`src/rtl/load_store_unit.sv`:
```
`default_nettype none
// ============================================================================
// Module   : load_store_unit
// Brief    : Byte/half/word load-store front end for a word-only DataMemory.
// Revision : 1.0
// ============================================================================
module load_store_unit #(
    parameter int MEM_WORDS = 1024
) (
    input  logic        clock,
    input  logic        reset,
    input  logic        req_valid,
    output logic        req_ready,
    input  logic        req_we,
    input  logic [2:0]  req_funct3,
    input  logic [31:0] req_addr,
    input  logic [31:0] req_wdata,
    output logic        resp_valid,
    output logic [31:0] resp_rdata,
    output logic        resp_error,
    output logic [31:0] mem_addr,
    output logic [31:0] mem_wdata,
    output logic        mem_write,
    output logic        mem_read,
    input  logic [31:0] mem_rdata
);

    typedef enum logic [2:0] {
        S_IDLE      = 3'd0,
        S_LOAD      = 3'd1,
        S_RMW_READ  = 3'd2,
        S_RMW_WRITE = 3'd3,
        S_STORE     = 3'd4,
        S_DONE      = 3'd5
    } state_t;

    state_t      state_q;
    logic [2:0]  funct3_q;
    logic [1:0]  addr_lo_q;
    logic [15:0] wdata_lo_q;
    logic        resp_valid_q;
    logic [31:0] resp_rdata_q;
    logic        resp_error_q;
    logic [31:0] mem_addr_q;
    logic [31:0] mem_wdata_q;
    logic        mem_write_q;
    logic        mem_read_q;

    logic        req_err_d;
    logic [7:0]  byte_sel_d;
    logic [15:0] half_sel_d;
    logic [31:0] load_data_d;
    logic [31:0] merge_data_d;

    // Request checks use the raw request fields so errors never touch memory.
    always_comb begin
        req_err_d = 1'b0;
        if (req_we && (req_funct3 > 3'd2))
            req_err_d = 1'b1;
        if (!req_we && ((req_funct3 == 3'd3) || (req_funct3 > 3'd5)))
            req_err_d = 1'b1;
        if ((req_funct3[1:0] == 2'd1) && req_addr[0])
            req_err_d = 1'b1;
        if ((req_funct3[1:0] == 2'd2) && (req_addr[1:0] != 2'd0))
            req_err_d = 1'b1;
        if ({2'b00, req_addr[31:2]} >= 32'(MEM_WORDS))
            req_err_d = 1'b1;
    end

    always_comb begin
        byte_sel_d = 8'(mem_rdata >> {addr_lo_q, 3'b000});
        half_sel_d = 16'(mem_rdata >> {addr_lo_q[1], 4'b0000});
        unique case (funct3_q)
            3'd0:    load_data_d = {{24{byte_sel_d[7]}}, byte_sel_d};
            3'd1:    load_data_d = {{16{half_sel_d[15]}}, half_sel_d};
            3'd4:    load_data_d = {24'd0, byte_sel_d};
            3'd5:    load_data_d = {16'd0, half_sel_d};
            default: load_data_d = mem_rdata;
        endcase
    end

    // Sub-word merge: the fetched word with only the addressed lane replaced.
    always_comb begin
        merge_data_d = mem_rdata;
        if (funct3_q[1:0] == 2'd0)
            merge_data_d[{addr_lo_q, 3'b000} +: 8] = wdata_lo_q[7:0];
        else
            merge_data_d[{addr_lo_q[1], 4'b0000} +: 16] = wdata_lo_q;
    end

    always_ff @(posedge clock) begin
        if (reset) begin
            state_q      <= S_IDLE;
            funct3_q     <= 3'd0;
            addr_lo_q    <= 2'd0;
            wdata_lo_q   <= 16'd0;
            resp_valid_q <= 1'b0;
            resp_rdata_q <= 32'd0;
            resp_error_q <= 1'b0;
            mem_addr_q   <= 32'd0;
            mem_wdata_q  <= 32'd0;
            mem_write_q  <= 1'b0;
            mem_read_q   <= 1'b0;
        end else begin
            resp_valid_q <= 1'b0;
            unique case (state_q)
                S_IDLE: begin
                    if (req_valid) begin
                        funct3_q   <= req_funct3;
                        addr_lo_q  <= req_addr[1:0];
                        wdata_lo_q <= req_wdata[15:0];
                        if (req_err_d) begin
                            state_q      <= S_DONE;
                            resp_valid_q <= 1'b1;
                            resp_error_q <= 1'b1;
                            resp_rdata_q <= 32'd0;
                        end else begin
                            mem_addr_q <= {req_addr[31:2], 2'b00};
                            if (!req_we) begin
                                state_q    <= S_LOAD;
                                mem_read_q <= 1'b1;
                            end else if (req_funct3 == 3'd2) begin
                                state_q     <= S_STORE;
                                mem_write_q <= 1'b1;
                                mem_wdata_q <= req_wdata;
                            end else begin
                                state_q    <= S_RMW_READ;
                                mem_read_q <= 1'b1;
                            end
                        end
                    end
                end
                S_LOAD: begin
                    state_q      <= S_DONE;
                    mem_read_q   <= 1'b0;
                    mem_addr_q   <= 32'd0;
                    resp_valid_q <= 1'b1;
                    resp_error_q <= 1'b0;
                    resp_rdata_q <= load_data_d;
                end
                S_RMW_READ: begin
                    state_q     <= S_RMW_WRITE;
                    mem_read_q  <= 1'b0;
                    mem_write_q <= 1'b1;
                    mem_wdata_q <= merge_data_d;
                end
                S_STORE, S_RMW_WRITE: begin
                    state_q      <= S_DONE;
                    mem_write_q  <= 1'b0;
                    mem_wdata_q  <= 32'd0;
                    mem_addr_q   <= 32'd0;
                    resp_valid_q <= 1'b1;
                    resp_error_q <= 1'b0;
                    resp_rdata_q <= 32'd0;
                end
                S_DONE: begin
                    state_q <= S_IDLE;
                end
                default: begin
                    state_q <= S_IDLE;
                end
            endcase
        end
    end

    assign req_ready  = (state_q == S_IDLE);
    assign resp_valid = resp_valid_q;
    assign resp_rdata = resp_rdata_q;
    assign resp_error = resp_error_q;
    assign mem_addr   = mem_addr_q;
    assign mem_wdata  = mem_wdata_q;
    assign mem_write  = mem_write_q;
    assign mem_read   = mem_read_q;

endmodule
`default_nettype wire

```
`config.mk`:
```
export PLATFORM = sky130hd
export DESIGN_NAME = load_store_unit
export DESIGN_NICKNAME = d
export VERILOG_FILES = /design/src/rtl/load_store_unit.sv
export SDC_FILE = /design/constraint.sdc
export NUM_CORES = 1
export LEC_CHECK = 0
export BUFFER_PORTS_ARGS = -buffer_cell sky130_fd_sc_hd__buf_2
export CORE_ASPECT_RATIO = 1.1
export CORE_MARGIN = 2
export CORE_UTILIZATION = 46
export CTS_CLUSTER_DIAMETER = 150
export DETAILED_ROUTE_END_ITERATION = 10
export PLACE_DENSITY = 0.77
export SLEW_MARGIN = 20
export SYNTH_ARGS = -nofsm -noshare
export SYNTH_HDL_FRONTEND = slang
export SYNTH_SLANG_ARGS = --single-unit
```
`constraint.sdc`:
```
create_clock -name clock -period 2.3 [get_ports clock]
set_input_delay 0.69 -clock clock [delete_from_list [all_inputs] [get_ports clock]]
set_output_delay 0.69 -clock clock [all_outputs]
set_load 0.01 [all_outputs]
```
# Yosys cells after proc, flatten, opt, wreduce, memory -nomap -nowiden
# Cells that the tools add are included.
# totals
ramBits,0
ff_bits,124
latchBits,0
memories,0
elab_cells,103
rom_bits,0
out_inout_bits,101
in_bits,103
# op_classes
bitwise,0
muxes,41
div,0
reduce_logical,23
n_mul,0
n_eq_ne,17
magnitude_cmp,3
shift,6
n_addsub,2
# op_table
operator,n
two-way mux 32 bit,9
one-hot mux 32 bit (3 select lines),2
one-hot mux 32 bit (4 select lines),1
bitwise mux 32 bit,2
one-hot mux 32 bit (2 select lines),1
variable shift 16 x 7 -> 32 bit (first input constant),1
variable shift 8 x 7 -> 32 bit (first input constant),1
variable part select 16 x 7 -> 32 bit,1
variable part select 8 x 7 -> 32 bit,1
right shift 32 x 5 -> 16 bit,1
right shift 32 x 5 -> 8 bit,1
>= comparator 30 x 11 -> 1 bit (second input constant),1
two-way mux 1 bit,17
negation 5 -> 7 bit,2
equality test 3 x 2 -> 1 bit (second input constant),4
two-way mux 3 bit,4
equality test 3 bit (second input constant),3
one-hot mux 3 bit (3 select lines),1
AND reduction 3 bit,3
equality test 3 x 1 -> 1 bit (second input constant),2
zero test 3 bit,2
!= test 2 x 1 -> 1 bit (second input constant),3
one-hot mux 1 bit (2 select lines),3
nonzero test 2 bit,3
other kinds (17),23

# Depth between registers and ports, before layout
# Gate-level depths: netlist of the first run.
# logic_depth
word_depth,10
ltp_mapped,10
ltp_nobuf,7

# Least setup slack after synthesis of the first run
# Ideal clock, no wire load.
# synth_timing
kind,flip-flop to flip-flop
startpoint,register addr_lo_q[1]
endpoint,register mem_wdata_q[25] (netlist: mem_wdata[25])
period_less_slack_ns,2.395
path_slack_ns,-0.095
stages_incl_launch_ff,11
setup_time_ns,0.086
path_buffers,3
t_required_ns,2.214
arrival_time_ns,2.309
cell_sequence,dfxtp_1 buf_2 buf_1 inv_1 ha_1 nor4bb_1 buf_1 a221oi_1 a211oi_1 a21oi_1 a211oi_1
# synth_between
elab_chain_len,5
word_cells_on_any_way,10
classes_between,add/sub (2); shift (4); mux (4)
# synth_rtl
item,line_no,source
start: declaration,39,logic [1:0] addr_lo_q;
start signal: assignment,110,addr_lo_q <= req_addr[1:0];
"negation 5 -> 7 bit, on equally long branches","88, 86",
"variable part select 16 x 7 -> 32 bit, or another cell as far along",88,"merge_data_d[{addr_lo_q[1], 4'b0000} +: 16] = wdata_lo_q;"
"bitwise mux 32 bit, on equally long branches","88, 86",
two-way mux 32 bit *,85,if (funct3_q[1:0] == 2'd0)
one-hot mux 32 bit (3 select lines) *,106,unique case (state_q)
end signal: assignment,125,mem_wdata_q <= req_wdata;
end signal: assignment,145,mem_wdata_q <= merge_data_d;
end: declaration,45,logic [31:0] mem_wdata_q;
# Mark *: on every way between the ends. The rest lies on a longest branch, timed or not.
# A chain may end at the register's enable or synchronous reset.

# Final worst setup path of the first run
# layout_timing
startpoint,register state_q[1]
endpoint,output port req_ready
# layout_between
elab_chain_len,1
# layout_rtl
item,line_no,source
start: declaration,37,state_t state_q;
start signal: assignment,93,state_q <= S_IDLE;
start signal: assignment,113,state_q <= S_DONE;
start signal: assignment,120,state_q <= S_LOAD;
zero test 3 bit,166,assign req_ready = (state_q == S_IDLE);
end: declaration,13,"output logic req_ready,"
# Every way passes these cells.

==> results of run 1 <==
[logic make-up (layout without fill, tap and decap cells)]
logic type	after synthesis	after routing	synth area share
AOI/OAI and AO/OA	237	237	0.287
and+or+nand+nor	175	175	0.149
DFF	122	122	0.414
buffers and inverters	77	284	0.0598
muxes	43	43	0.0768
adders and majority gates	5	5	0.0106
other	1	2	0.000636
xor gates and xnor gates	1	1	0.00148
[power by group]
| part | switching (mW) | internal, mW |
|---|---|---|
| Clock | 0.975 | 2.04 |
| Sequential | 0.100 | 2.25 |
| Combinational | 0.643 | 0.467 |
| Total | 1.72 | 4.75 |
[placed cells by master (no fill, tap or decap), types with 22 or more instances in the layout]
cell	instances
a211oi_1	57
a21oi_1	84
a221oi_1	24
and2_1	22
buf_2	201
buf_4	32
dfxtp_1	121
mux2i_1	34
nand2_1	66
nor2_1	32
o2bb2ai_1	22
[sequential cells by signal, summed over array words and instances, names as in the netlist]
name,flops
resp_rdata,32
resp_valid,1
resp_error,1
mem_wdata,32
mem_write,1
mem_addr,30
addr_lo_q,2
mem_read,1
funct3_q,3
wdata_lo_q,16
state_q,3
[Yosys cell counts (4+ instances only)]
cell type	count	area (um^2)
clkbuf_1	35	131
a222oi_1	8	80.1
ha_1	5	62.6
nor2b_1	18	113
dfxtp_1	122	2440
nand2b_1	12	75.1
inv_1	14	52.6
and2_1	22	138
mux2i_1	34	340
buf_2	17	85.1
a211oi_1	57	428
a32o_1	8	80.1
buf_6	4	45.0
nor2_1	33	124
nor4_1	5	31.3
a221oi_1	24	210
a31oi_1	8	50.1
a21oi_1	84	420
o2bb2ai_1	22	193
nand2_1	66	248
o21ai_0	11	55.1
mux2_2	8	90.1
[per-layer routing]
layer,track usage,share of wire,up-vias
li1,-,-,2841
met1,0.323,0.40,2769
met3,0.0662,0.077,59
met4,0.129,0.037,0
met5,0,0,-
met2,0.472,0.48,309
[path summary, 6_finish.rpt]
kind / from / endpoint / slack [ns] / cells after the start
worst max-delay path: state_q[1] / req_ready / 0.12 / 2
worst min-delay path: mem_addr[12] / mem_addr[12] / 0.45 / 1
worst max register to register: addr_lo_q[1] / mem_wdata[2] / 0.14 / 8
worst min register to register: mem_addr[12] / mem_addr[12] / 0.45 / 1
[cell type report]
type	count	area [um^2]
sequential	122	2440
timing repair buffer	238	1350
tap	157	196
clock buffer	22	484
inverter	14	52.6
clock inverter	10	188
fill	1122	4750
multi-input combinational	463	3130
[repair_timing]
action / in CTS / in global routing
resized for setup: 0 / 1
setup endpoints to repair: 0 / 20
hold buffers: 0 / 0
[stage by stage]
step	TNS (ns)	cells	power (mW)	hold WS, ns	utilization
floorplan	0	662	3.04	0.448	-
global placement	-5.03	994	3.48	0.437	0.569
detailed placement	-7.91	994	3.49	0.438	0.569
CTS	0	1026	6.50	0.458	0.623
global route	0	1026	6.73	0.473	0.623
finish	0	1026	6.47	0.455	0.623
[worst max-delay path: cells and delay by family, from the launching register on]
family	cells	cell delay (ns)
simple gates	1	0.40
buf+inv	1	0.22
flops	1	0.45
==> impl_metrics.toml, run 1 <==
[drt]
first_pass_iters = 6
via_per_inst = 5.83
wl_mm = 18.9
wl_per_cell_um = 18.4
vias = 5978
first_iter_violations = 452
drc = 0
ant_nets = 0

[cts]
numClockSinks = 122
cts-root-buf = "clkbuf_16"
post_cts_buffers = 0
cts_buffer_depth = 2
insertion_delay_ns = 0.42
h-tree-depth = 4
cts_tree = "yes"
cts_buffers = 17
clk_pin_slew_ns = 0.06

[die]
start_util = 0.469
num_rows = 43
die_x_um = 112
die_h_um = 123
die_area_mm2 = 0.0138
io_pins = 204
coreArea_mm2 = 0.0126

[final_layout]
diodes = 0
nets = 964
drive_gt1_frac = 0.339
stdcell_area_mm2 = 0.00784
area_delta_synth_final_pct = 32.9

[timing]
relSlewSlack = 0.651
tightest_slew_ns = 0.523
grt_setup_unrepaired = "false"
worst_slack_ns = 0.122
maxSlewViolCount = 0
skew_ns = 0.00851
hold_viol = 0
period_needed_ns = 2.18
max_freq_ghz = 0.459
fin_crit_sh = 0.947
setup_viol = 0

[logic_synthesis]
syn_inst = 661
synth_edf_count = 0
avgSynthCellArea_um2 = 8.93
yosys_warnings = 0
synth_area_mm2 = 0.00590
async_flop_share = 0
synth_cell_types = 57
synth_ff_type = "dfxtp_1"
yosysSeqAreaShare = 0.414
synth-seq-cells = 122

[grt]
grt_usage = 0.274
grt_pass1_vias = 5870
antenna_found_initial = 0
grt_pass1_wl_mm = 29.6
grt_start_max_net_pins = 45
overflow = 0

[critical_path]
crit_required_ns = 1.61
arrival_ns = 1.49
end_kind = "output port"
slowest_delay_ns = 0.45
crit_path_top_delay_cell = "dfxtp_1"
path_class = "reg -> out"
worstSetupStartpointType = "flop"
path_cells = "nor3_4 > buf_2"
cp_max_fo = 7

[flow_run]
cap_violations = 0

[placement]
pre_cts_ws_ns = -0.143
place_congestion = 0.891
hpwl_mm = 13.6
placement.io_buffers = 201
place_area_mm2 = 0.00717

[hold_path]
hp-class = "reg -> reg"

[pwr]
leakagePower_nw = 3.31
irDropWorstVdd_uv = 593
power_density_mw_per_mm2 = 825

[status]
status = "complete, no violations"
No activity file was read; power rests on OpenSTA's default activity.
==> inputs of run 2 (changes only) <==
Settings changed: CORE_UTILIZATION 46 to 40, PLACE_DENSITY 0.77 to 0.69.
==> run 2 against run 1 <==
Effect of this change: combinational power about the same; setup slack got worse by 0.027 ns; clock skew decreased by 0.0012 ns; critical path type unchanged; final cell count rose by 3.7%; register-to-register slack improved by 0.08 ns; sequential share of layout area shrank 0.089 points; non-clock buffer count rose by 2; highest routed layer is now met5; final area rose by 0.29%; largest cell class unchanged; sequential cell count unchanged.
==> impl_metrics.toml, run 2 (synthesis results as in run 1) <==
[status]
status = "complete, no violations"

[grt]
grt_usage = 0.237
grt_pass1_vias = 5682
antenna_found_initial = 2
grt_pass1_wl_mm = 29.3
overflow = 0
grt_start_max_net_pins = 61

[pwr]
seqPwrFrac = 0.378
swShare = 0.278
totalPowerFinal_mw = 6.20
power_density_mw_per_mm2 = 788
irDropWorstVdd_uv = 424
leakagePower_nw = 3.30
internal-power_mw = 4.48
power.share.clock = 0.441
p_switching_mw = 1.72
combPwrFrac = 0.181

[final_layout]
fillerInstances = 1362
drive_gt1_frac = 0.343
final_common_cell = "buf_2"
area_delta_synth_final_pct = 33.3
seq_area_mm2 = 0.00244
fin_util = 0.544
nets = 966
multi_input_area_mm2 = 0.00315
layout_common_cells = "buf_2, dfxtp_1, a21oi_1"

[drt]
wl_mm = 18.9
first_iter_violations = 480
wl_per_cell_um = 17.7
via_per_inst = 5.48
ant_nets = 0
drc = 0
vias = 5832
first_pass_iters = 5

[timing]
grt_setup_unrepaired = "false"
fin_crit_sh = 0.959
setup_tns_ns = 0
setup_viol = 0
period_needed_ns = 2.20
tightest_slew_ns = 0.654
max_freq_ghz = 0.454
hold_viol = 0
skew_ns = 0.00735
whs_ns = 0.456
maxSlewViolCount = 0
relSlewSlack = 0.564

[die]
num_rows = 46
die_h_um = 131
die_x_um = 120
die_area_mm2 = 0.0157
io_pins = 204
coreArea_mm2 = 0.0144
start_util = 0.408

[cts]
cts-hold-fix-buffers = 0
cts_buffers = 17
insertion_delay_ns = 0.42
clk_pin_slew_ns = 0.05
cts_tree = "yes"
h-tree-depth = 4
numClockSinks = 122
cts_buffer_depth = 2
cts-root-buf = "clkbuf_16"

[critical_path]
path_cells = "buf_4 > nor3_4 > buf_2"
worstSetupStartpointType = "flop"
crit_path_top_delay_cell = "dfxtp_1"
crit_buf_inv = 2
arrival_ns = 1.51
path_class = "reg -> out"
end_kind = "output port"
crit_required_ns = 1.61
slowest_delay_ns = 0.39
crit_family = "buffers and inverters"
cp_max_fo = 7

[hold_path]
hp-class = "reg -> reg"

[flow_run]
cap_violations = 0

[placement]
hpwl_mm = 13.9
place_congestion = 0.864
placement.io_buffers = 201
run 2: changes by cell type in the layout (fill, tap and decap cells not counted), sizes merged:
cell	before	now
clkinvlp	2	3
clkinv	3	5
buf	238	240
bufinv	5	3
clkbuf	22	21
diode	0	1
run 2: cell type report:
| class | count | area share |
|---|---|---|
| multi-input cells | 463 | 0.400 |
| diodes | 1 | 0.000318 |
| flip-flops and latches | 122 | 0.311 |
| clock inverters | 11 | 0.0185 |
| repair buffers | 240 | 0.175 |
| inverters | 14 | 0.00668 |
| well taps | 192 | 0.0305 |
| clock buffers | 21 | 0.0586 |
run 2: path summary, 6_finish.rpt:
path	from	endpoint	slack, ns	cells after the start
min reg2reg	resp_rdata[23]	resp_rdata[23]	0.46	1
min	resp_rdata[23]	resp_rdata[23]	0.46	1
max	state_q[1]	req_ready	0.1	3
max reg2reg	addr_lo_q[1]	mem_wdata[3]	0.22	8
run 2: power groups by stage:
stage / combinational, mW / sequential, mW / clock, mW
final: 1.12 / 2.34 / 2.73
after global routing: 1.22 / 2.36 / 2.87
after CTS: 1.12 / 2.35 / 2.77
after global placement: 1.10 / 2.39 / 0
after floorplan: 0.621 / 2.42 / 0
after detailed placement: 1.11 / 2.39 / 0
run 2: routing by layer:
metal,vias up,global-route usage,wire (um)
li1,2851,-,-
met1,2679,0.289,7880
met2,263,0.395,9050
met3,37,0.0590,1370
met4,2,0.0993,557
met5,-,0,15
run 2: metrics by stage:
stage               setup WS [ns]  cells  instance area [um^2]
global placement          -0.0496   1031                  7240
global route               0.0259   1063                  7860
CTS                        0.0242   1063                  7840
detailed placement         -0.109   1031                  7240
floorplan                  0.0420    662                  5910
finish                     0.0951   1064                  7860
run 2: what timing repair did:
action | CTS | global route
setup endpoints to repair | 0 | 6
endpoints found under the hold margin | 0 | 0
buffers inserted | 0 | 0
gates resized for setup | 0 | 4
run 2: worst reg2reg max path, cell delays in order, from the launching register on:
cell and delay (ns):
dfxtp_2 0.31, inv_1 0.14, ha_1 0.31, nor4bb_1 0.27, buf_4 0.20, a221oi_1 0.08, a211oi_1 0.37, a21oi_1 0.08
a211oi_1 0.23
